<file path="config.mk">
export PLATFORM = sky130hd
export DESIGN_NAME = radio_btn_ctrl
export DESIGN_NICKNAME = d
export VERILOG_FILES = /design/src/rtl/radio_btn_ctrl.sv
export SDC_FILE = /design/constraint.sdc
export NUM_CORES = 1
export LEC_CHECK = 0
export BUFFER_PORTS_ARGS = -buffer_cell sky130_fd_sc_hd__buf_4
export CORE_ASPECT_RATIO = 1.75
export CORE_MARGIN = 5
export CORE_UTILIZATION = 55
export CTS_BUF_LIST = sky130_fd_sc_hd__clkbuf_4 sky130_fd_sc_hd__clkbuf_8
export CTS_CLUSTER_SIZE = 10
export DETAILED_ROUTE_END_ITERATION = 16
export GPL_ROUTABILITY_DRIVEN = 0
export HOLD_SLACK_MARGIN = 0.12
export PLACE_DENSITY = 0.77
export SETUP_SLACK_MARGIN = 0.1
export SYNTH_ARGS = -nofsm -noshare
export SYNTH_HDL_FRONTEND = slang
export SYNTH_SLANG_ARGS = --single-unit
</file>
<file path="constraint.sdc">
create_clock -name i_sysclk_40 -period 2.2 [get_ports i_sysclk_40]
set_input_delay 0.55 -clock i_sysclk_40 [delete_from_list [all_inputs] [get_ports i_sysclk_40]]
set_output_delay 0.55 -clock i_sysclk_40 [all_outputs]
set_load 0.05 [all_outputs]
</file>
<file path="src/rtl/radio_btn_ctrl.sv">
// radio_btn_ctrl
// Turns debounced front-panel button pulses into a live channel index and
// volume level, and hands coalesced snapshots of both to the I2C tuner
// register writer through a req/ready handshake followed by a done pulse.
// If no done pulse arrives within DONE_TIMEOUT cycles, the transfer is
// abandoned, o_err pulses for one cycle and the write is retried.
// Optional feature: define CHAN_WRAP_EN to make the channel wrap around at
// the band edges. By default the channel saturates at both edges.
module radio_btn_ctrl #(
  parameter int CHAN_MAX     = 205,
  parameter int CHAN_RESET   = 0,
  parameter int VOL_MAX      = 15,
  parameter int VOL_RESET    = 8,
  parameter int DONE_TIMEOUT = 4000000,
  parameter int CW           = $clog2(CHAN_MAX + 1),
  parameter int VW           = $clog2(VOL_MAX + 1)
) (
  input  logic          i_sysclk_40,
  input  logic          i_rst,
  input  logic          i_chan_up,
  input  logic          i_chan_dn,
  input  logic          i_vol_up,
  input  logic          i_vol_dn,
  output logic [CW-1:0] o_chan,
  output logic [VW-1:0] o_vol,
  output logic          o_req,
  input  logic          i_ready,
  output logic [CW-1:0] o_wr_chan,
  output logic [VW-1:0] o_wr_vol,
  input  logic          i_done,
  output logic          o_err
);

  localparam int TW = $clog2(DONE_TIMEOUT + 1);

  localparam logic [CW-1:0] CHAN_MAX_C   = CW'(CHAN_MAX);
  localparam logic [CW-1:0] CHAN_RESET_C = CW'(CHAN_RESET);
  localparam logic [VW-1:0] VOL_MAX_C    = VW'(VOL_MAX);
  localparam logic [VW-1:0] VOL_RESET_C  = VW'(VOL_RESET);
  localparam logic [TW-1:0] TO_LAST_C    = TW'(DONE_TIMEOUT - 1);

  localparam logic [1:0] ST_IDLE = 2'd0;
  localparam logic [1:0] ST_REQ  = 2'd1;
  localparam logic [1:0] ST_WAIT = 2'd2;

  logic [1:0]    state_r;
  logic [TW-1:0] cnt_r;
  logic          dirty_r;
  logic [CW-1:0] chan_nxt_s;
  logic [VW-1:0] vol_nxt_s;
  logic          chan_chg_s;
  logic          vol_chg_s;
  logic          timeout_s;

  // Next channel value. Opposing pulses in the same cycle cancel out.
  always_comb begin
    chan_nxt_s = o_chan;
    chan_chg_s = 1'b0;
    if (i_chan_up && !i_chan_dn) begin
      if (o_chan == CHAN_MAX_C) begin
`ifdef CHAN_WRAP_EN
        chan_nxt_s = {CW{1'b0}};
        chan_chg_s = 1'b1;
`else
        chan_nxt_s = o_chan;
        chan_chg_s = 1'b0;
`endif
      end else begin
        chan_nxt_s = o_chan + CW'(1);
        chan_chg_s = 1'b1;
      end
    end else if (i_chan_dn && !i_chan_up) begin
      if (o_chan == {CW{1'b0}}) begin
`ifdef CHAN_WRAP_EN
        chan_nxt_s = CHAN_MAX_C;
        chan_chg_s = 1'b1;
`else
        chan_nxt_s = o_chan;
        chan_chg_s = 1'b0;
`endif
      end else begin
        chan_nxt_s = o_chan - CW'(1);
        chan_chg_s = 1'b1;
      end
    end else begin
      chan_nxt_s = o_chan;
      chan_chg_s = 1'b0;
    end
  end

  // Next volume value. Volume always saturates at both ends.
  always_comb begin
    vol_nxt_s = o_vol;
    vol_chg_s = 1'b0;
    if (i_vol_up && !i_vol_dn && (o_vol != VOL_MAX_C)) begin
      vol_nxt_s = o_vol + VW'(1);
      vol_chg_s = 1'b1;
    end else if (i_vol_dn && !i_vol_up && (o_vol != {VW{1'b0}})) begin
      vol_nxt_s = o_vol - VW'(1);
      vol_chg_s = 1'b1;
    end else begin
      vol_nxt_s = o_vol;
      vol_chg_s = 1'b0;
    end
  end

  // The writer never answered: an i_done in the last waiting cycle still counts.
  always_comb begin
    timeout_s = 1'b0;
    if ((state_r == ST_WAIT) && !i_done && (cnt_r == TO_LAST_C)) begin
      timeout_s = 1'b1;
    end else begin
      timeout_s = 1'b0;
    end
  end

  // Live channel and volume registers, updated in every FSM state.
  always_ff @(posedge i_sysclk_40) begin
    if (i_rst) begin
      o_chan <= CHAN_RESET_C;
      o_vol  <= VOL_RESET_C;
    end else begin
      o_chan <= chan_nxt_s;
      o_vol  <= vol_nxt_s;
    end
  end

  // Dirty flag: a new value or a retry sets it, which wins over the clear taken in IDLE.
  always_ff @(posedge i_sysclk_40) begin
    if (i_rst) begin
      dirty_r <= 1'b1;
    end else if (chan_chg_s || vol_chg_s || timeout_s) begin
      dirty_r <= 1'b1;
    end else if ((state_r == ST_IDLE) && dirty_r) begin
      dirty_r <= 1'b0;
    end else begin
      dirty_r <= dirty_r;
    end
  end

  // Request handshake FSM with snapshot registers and the done-timeout counter.
  always_ff @(posedge i_sysclk_40) begin
    if (i_rst) begin
      state_r   <= ST_IDLE;
      cnt_r     <= {TW{1'b0}};
      o_req     <= 1'b0;
      o_err     <= 1'b0;
      o_wr_chan <= {CW{1'b0}};
      o_wr_vol  <= {VW{1'b0}};
    end else begin
      o_err <= 1'b0;
      case (state_r)
        ST_IDLE: begin
          if (dirty_r) begin
            o_wr_chan <= o_chan;
            o_wr_vol  <= o_vol;
            o_req     <= 1'b1;
            state_r   <= ST_REQ;
          end
        end
        ST_REQ: begin
          if (i_ready) begin
            o_req   <= 1'b0;
            cnt_r   <= {TW{1'b0}};
            state_r <= ST_WAIT;
          end
        end
        ST_WAIT: begin
          if (i_done) begin
            state_r <= ST_IDLE;
          end else if (cnt_r == TO_LAST_C) begin
            o_err   <= 1'b1;
            state_r <= ST_IDLE;
          end else begin
            cnt_r <= cnt_r + TW'(1);
          end
        end
        default: begin
          o_req   <= 1'b0;
          state_r <= ST_IDLE;
        end
      endcase
    end
  end

endmodule
</file>
==> qor.csv, run 1 <==
stage;metric;value;unit
yosys;synth_top_area_share;34.61;%
route;first_iter_violations;263;
yosys;synth-seq-cells;51;
grt;grt_usage;25.26;%
grt;antenna_found_initial;0;
floorplanning;initial_core_util;56.14;%
cells_and_area;fillCellCount;383;
timing;hold_viol;0;
grt;overflow;0;
timing;max_freq;461.3;MHz
placement;port_buffers;33;
cells_and_area;fin_nets;451;
floorplanning;die_area;0.006987;mm^2
yosys;ys_seq_area_share;34.61;%
worst_setup_path;crit_fanout;8;
grt;grt_pass1_vias;3062;
cells_and_area;multi_input_area;0.001969;mm^2
yosys;synth_nets;379;
power;power_frac_clock;17.0;%
worst_setup_path;crit_type;flip-flop to flip-flop;
timing;max-slew-margin-rel;64.20;%
yosys;yosys_most_used_dff;dfxtp_1;
route;wl;8569;um
yosys;synth_cells;358;
route;detail-route-antenna-nets;0;
cells_and_area;final_util;73.81;%
power;pwr-share-seq;30.7;%
power;powerDensity;987.2;mW/mm^2
cells_and_area;drive_above_1_share;30.00;%
timing;worstMarginPinSlew;0.5370;ns
worst_setup_path;cp-end-kind;flip-flop;
min_path;min_path_type;flip-flop to flip-flop;
yosys;muxShareOfSynthArea;2.757;%
timing;fin_worst_skew;0.01222;ns
cts;clock_latency;0.31;ns
cts;h-tree-depth;2;
grt;grt_max_degree;26;
cells_and_area;regArea;0.001028;mm^2
power;switching_share;42.39;%
cts;cts_sinks;51;
yosys;synth_edf_count;0;
yosys;synth_xor_area_share;2.375;%
cells_and_area;antennaDiodeCount;0;
yosys;yosysTopAreaCell;dfxtp_1;
power;p_leak;1.511;nW
cts;clk_pin_slew_worst_paths;0.10;ns
power;comb_power_share;52.2;%
worst_setup_path;arrival;2.37;ns
yosys;syn_area_per_cell;8.241;um^2
cts;root_buffer;clkbuf_8;
power;p_int;0.002206;W
timing;fin_crit_sh;98.54;%
route;routedWlPerCell;17.67;um
yosys;synth_area;0.002950;mm^2
cells_and_area;final_cell_mix;buf_4 (77), nand2_1 (50), dfxtp_1 (45), nor2_1 (26), a21oi_1 (26);
floorplanning;die_x;65.37;um
cells_and_area;final_common_cell;buf_4;
run;max-cap-violations;0;
cells_and_area;syn2layout_area_growth;31.47;%
route;num_vias;3116;
status;status;finished, final reports clean;
route;vias_per_cell;6.425;
timing;setup_viol;0;
power;power_switching;0.001623;W
route;drc;0;
timing;hold_slack;0.4616;ns
power;ir_worst_vdd;0.0008462;V
floorplanning;fp.dieH;106.9;um
worst_setup_path;cp.required;2.40;ns
cts;holdBufCountCts;0;
timing;layout_min_cycle_time;2.168;ns
cts;numCtsBuffers;5;
cts;cts_tree;done;
yosys;synth_compound_area_share;21.80;%
yosys;synth_top_family_by_area;simple AND/OR/NAND/NOR gates;
timing;drv_slew;0;
yosys;yosys.area_share.simple;27.57;%
cts;clock_path_buffers;2;
worst_setup_path;start_kind;flip-flop;
yosys;async_reset_ff_share;0;%
floorplanning;pin_count;34;
timing;rsz0062_at_grt;yes;
yosys;synth_area_leaders;dfxtp_1 (35%), nand2_1 (6.4%), a21oi_1 (4.9%);
floorplanning;core-area;0.005255;mm^2
yosys;synth-adder-area-share;6.022;%
worst_setup_path;reg2reg_slack;0.03;ns
yosys;synth_warnings;0;
floorplanning;rows;35;
placement;hpwl;6072;um
yosys;synth.distinct_cells;59;
grt;grt_pass1_wl;14180;um
route;drtPass1Iterations;5;
## timing repair
| item | CTS | global route |
|---|---|---|
| gates cloned | 0 | 1 |
| buffers inserted | 2 | 5 |
| pin swaps | 5 | 13 |
| setup endpoints to repair | 10 | 23 |
| gates resized for setup | 8 | 18 |
## Yosys cell counts, types with 4 or more instances
| master | instances |
|---|---|
| nand3b_1 | 6 |
| inv_1 | 14 |
| o21ai_1 | 4 |
| a21oi_1 | 29 |
| nand3_1 | 17 |
| a22oi_1 | 6 |
| or4_1 | 7 |
| clkbuf_1 | 11 |
| o31ai_1 | 5 |
| nor2_1 | 26 |
| ha_1 | 11 |
| o21ai_0 | 10 |
| dfxtp_1 | 51 |
| a311oi_1 | 8 |
| nor3_1 | 11 |
| nand4_1 | 8 |
| nor2b_1 | 4 |
| xnor2_1 | 5 |
| nand2_1 | 50 |
| mux2i_1 | 7 |
| a41oi_1 | 4 |
## cell type report
| type | count | area share, % |
|---|---|---|
| multi-input combinational | 275 | 50.77 |
| sequential | 51 | 26.52 |
| timing repair buffer | 83 | 16.71 |
| clock buffer | 5 | 1.774 |
| tap | 55 | 1.774 |
| inverter | 14 | 1.484 |
| clock inverter | 2 | 0.9677 |
## metrics by stage
step	setup TNS, ns	cells	cell area, um^2	total power, W	setup WS [ns]
after floorplan	0	358	3018	0.002459	0.04537
after global placement	-0.1466	470	3571	0.003052	-0.07813
after detailed placement	-0.3445	470	3571	0.003093	-0.1237
after CTS	0	479	3731	0.003757	0.04251
after global routing	0	485	3879	0.004066	0.01157
final	0	485	3879	0.003829	0.03215
## cells by family after synthesis
kind of cell             Yosys count
AO/OA/AOI/OAI                     92
buffers and inverters             32
adder cells (fa/ha/maj)           13
XOR/XNOR                           8
flip-flops                        51
AND/OR/NAND/NOR                  154
multiplexers                       8
## metal layers
metal	up-vias	share of wire (%)	track usage, %
met5	-	0	0
met4	0	3.8	11.87
met3	31	4.8	3.878
met2	113	55	46.70
met1	1498	36	27.17
li1	1474	-	-
## critical path, stage by stage (launching register included)
cell and delay [ns]:
dfxtp_2 0.33, or4b_4 0.55, nor4_4 0.25, buf_4 0.18
buf_6 0.10, a31o_4 0.25, buf_6 0.15, nor4b_2 0.04
a31o_1 0.18
## state kept, by name, indices dropped and copies added (netlist names)
| name | cells |
|---|---|
| cnt_r | 22 |
| dirty_r | 1 |
| o_chan | 8 |
| o_err | 1 |
| o_req | 1 |
| o_vol | 4 |
| o_wr_chan | 8 |
| o_wr_vol | 4 |
| state_r | 2 |
## path summary, 6_finish.rpt
path,from,end,cells after the start
max,cnt_r[15]$_SDFFE_PP0P_,cnt_r[2]$_SDFFE_PP0P_,8
min reg2reg,o_wr_vol[1]$_SDFFE_PP0P_,o_wr_vol[1]$_SDFFE_PP0P_,2
min,o_wr_vol[1]$_SDFFE_PP0P_,o_wr_vol[1]$_SDFFE_PP0P_,2
max reg2reg,cnt_r[15]$_SDFFE_PP0P_,cnt_r[2]$_SDFFE_PP0P_,8
## power by group through the flow
stage | registers (W) | clock network [W] | logic, W
after floorplan | 0.00161 | 0 | 0.000850
after global placement | 0.00119 | 0 | 0.00186
after detailed placement | 0.00119 | 0 | 0.00190
after CTS | 0.00117 | 0.000671 | 0.00191
after global routing | 0.00120 | 0.000706 | 0.00216
final | 0.00118 | 0.000652 | 0.00200
No activity file was read; power rests on OpenSTA's default activity.
==> run 2, diff against run 1 <==
--- a/config.mk
+++ b/config.mk
@@ -15,7 +15,7 @@
 export GPL_ROUTABILITY_DRIVEN = 0
 export HOLD_SLACK_MARGIN = 0.12
 export PLACE_DENSITY = 0.77
-export SETUP_SLACK_MARGIN = 0.1
+export RECOVER_POWER = 100
 export SYNTH_ARGS = -nofsm -noshare
 export SYNTH_HDL_FRONTEND = slang
 export SYNTH_SLANG_ARGS = --single-unit
==> qor.csv, run 2 (synthesis results as in run 1) <==
stage;metric;value;unit
timing;drv_slew;0;
cts;clock_latency;0.31;ns
power;ir_worst_vdd;0.0008902;V
timing;hold_viol;0;
floorplanning;rows;35;
grt;overflow;0;
cts;holdBufCountCts;0;
status;status;finished, final reports clean;
worst_setup_path;crit_fanout;8;
floorplanning;initial_core_util;56.14;%
timing;hold_slack;0.4611;ns
cells_and_area;drive_above_1_share;18.84;%
worst_setup_path;arrival;2.34;ns
cts;root_buffer;clkbuf_8;
grt;grt_pass1_wl;13530;um
placement;hpwl;6295;um
timing;max-slew-margin-rel;43.12;%
cells_and_area;fin_nets;450;
floorplanning;die_x;65.37;um
cts;cts_sinks;51;
cts;numCtsBuffers;5;
worst_setup_path;cp.required;2.41;ns
cells_and_area;syn2layout_area_growth;22.31;%
cells_and_area;largest-register;cnt_r;
floorplanning;fp.dieH;106.9;um
route;wl;8424;um
min_path;min_path_type;flip-flop to flip-flop;
grt;antenna_found_initial;0;
grt;grt_pass1_vias;2982;
power;p_leak;1.365;nW
power;powerDensity;996.5;mW/mm^2
cells_and_area;largest_reg_flops;22;
route;drc;0;
cts;clock_path_buffers;2;
timing;fin_crit_sh;97.00;%
worst_setup_path;cp-startpoint;cnt_r[9]$_SDFFE_PP0P_;
timing;max_freq;468.6;MHz
grt;grt_max_degree;29;
cells_and_area;final_cell_mix;dfxtp_1 (51), nand2_1 (50), buf_4 (50), a21oi_1 (27), clkbuf_1 (27);
route;vias_per_cell;6.384;
timing;setup_viol;0;
placement;port_buffers;33;
timing;fin_worst_skew;0.009122;ns
run;max-cap-violations;0;
placement;dp_slack;-0.2511;ns
cells_and_area;largestRegisters;cnt_r (22), o_chan (8), o_wr_chan (8);
route;first_iter_violations;247;
power;power_switching;0.001605;W
route;num_vias;3096;
worst_setup_path;crit_type;flip-flop to flip-flop;
cells_and_area;final_common_cell;dfxtp_1;
floorplanning;pin_count;34;
route;detail-route-antenna-nets;0;
timing;fin_ws;0.06597;ns
grt;grt_usage;24.36;%
power;pwr-share-seq;32.4;%
worst_setup_path;max_stage_delay;0.55;ns
cells_and_area;antennaDiodeCount;0;
cts;h-tree-depth;2;
power;power_frac_clock;15.5;%
min_path;hp-start;o_wr_chan[4]$_SDFFE_PP0P_;
floorplanning;die_area;0.006987;mm^2
cts;clk_pin_slew_worst_paths;0.10;ns
power;p_int;0.001991;W
worst_setup_path;cp-end-kind;flip-flop;
route;routedWlPerCell;17.37;um
worst_setup_path;critPathSlowestCell;or4_4;
timing;setup_tns;0;ns
worst_setup_path;crit_chain;or4_4, nor4_4, buf_4, a31o_4, clkbuf_4, nor3_1, a32o_1;
worst_setup_path;r2r_start;cnt_r[9]$_SDFFE_PP0P_;
power;switching_share;44.63;%
timing;worstMarginPinSlew;0.8531;ns
route;drtPass1Iterations;5;
floorplanning;core-area;0.005255;mm^2
timing;layout_min_cycle_time;2.134;ns
cts;cts_tree;done;
worst_setup_path;start_kind;flip-flop;
power;comb_power_share;52.1;%
## run 2: cell count changes in the layout (fill, tap and decap cells not counted), sizes merged
cell | previous run | this run
clkinv | 0 | 1
buf | 83 | 52
clkbuf | 5 | 35
clkinvlp | 1 | 2
bufinv | 1 | 0
## run 2: worst max-delay path, delay by kind of cell, from the launching register on
kind	cells	cell delay (ns)
and+or+nand+nor	3	0.91
DFF	1	0.34
buffers and inverters	2	0.35
AOI/OAI and AO/OA	2	0.44
## run 2: area by class of cell
| class | instances | area, um^2 |
|---|---|---|
| Multi-Input combinational cell | 275 | 1844 |
| Fill cell | 465 | 1647 |
| Sequential cell | 51 | 1021 |
| Timing Repair Buffer | 82 | 530.5 |
| Clock buffer | 5 | 68.82 |
| Tap cell | 55 | 68.82 |
| Inverter | 14 | 55.05 |
| Clock inverter | 3 | 20.02 |
## run 2: repair_timing
item | in CTS | in global routing
setup endpoints to repair | 0 | 10
gates resized for setup | 0 | 11
setup buffers | 0 | 4
## run 2: metal layers
| metal | track usage (%) | share of wire, % |
|---|---|---|
| met1 | 25.26 | 37 |
| met2 | 44.96 | 55 |
| met3 | 2.725 | 3.1 |
| met4 | 15.13 | 4.8 |
| met5 | 0 | 0 |
## run 2: power groups by stage
stage	Sequential (W)	Combinational, W	Clock [W]
3_5_place_dp	0.00118	0.00193	0
2_1_floorplan	0.00160	0.000817	0
4_1_cts	0.00116	0.00193	0.000558
6_report	0.00116	0.00187	0.000557
3_3_place_gp	0.00118	0.00186	0
5_1_grt	0.00118	0.00204	0.000596
## run 2: per-stage QoR
step	instance area (um^2)	cells	utilization (%)	power, W
after floorplan	2970	358	-	0.002414
after global placement	3546	473	67.48	0.003045
after detailed placement	3546	473	67.48	0.003108
after CTS	3635	481	69.17	0.003651
after global routing	3608	485	68.67	0.003817
final	3608	485	68.67	0.003596
## run 2: final timing paths
path | endpoint | slack [ns] | depth (start not counted)
worst min register to register | o_wr_chan[4]$_SDFFE_PP0P_ | 0.46 | 2
worst min-delay path | o_wr_chan[4]$_SDFFE_PP0P_ | 0.46 | 2
worst max register to register | cnt_r[13]$_SDFFE_PP0P_ | 0.07 | 7
worst max-delay path | cnt_r[13]$_SDFFE_PP0P_ | 0.07 | 7
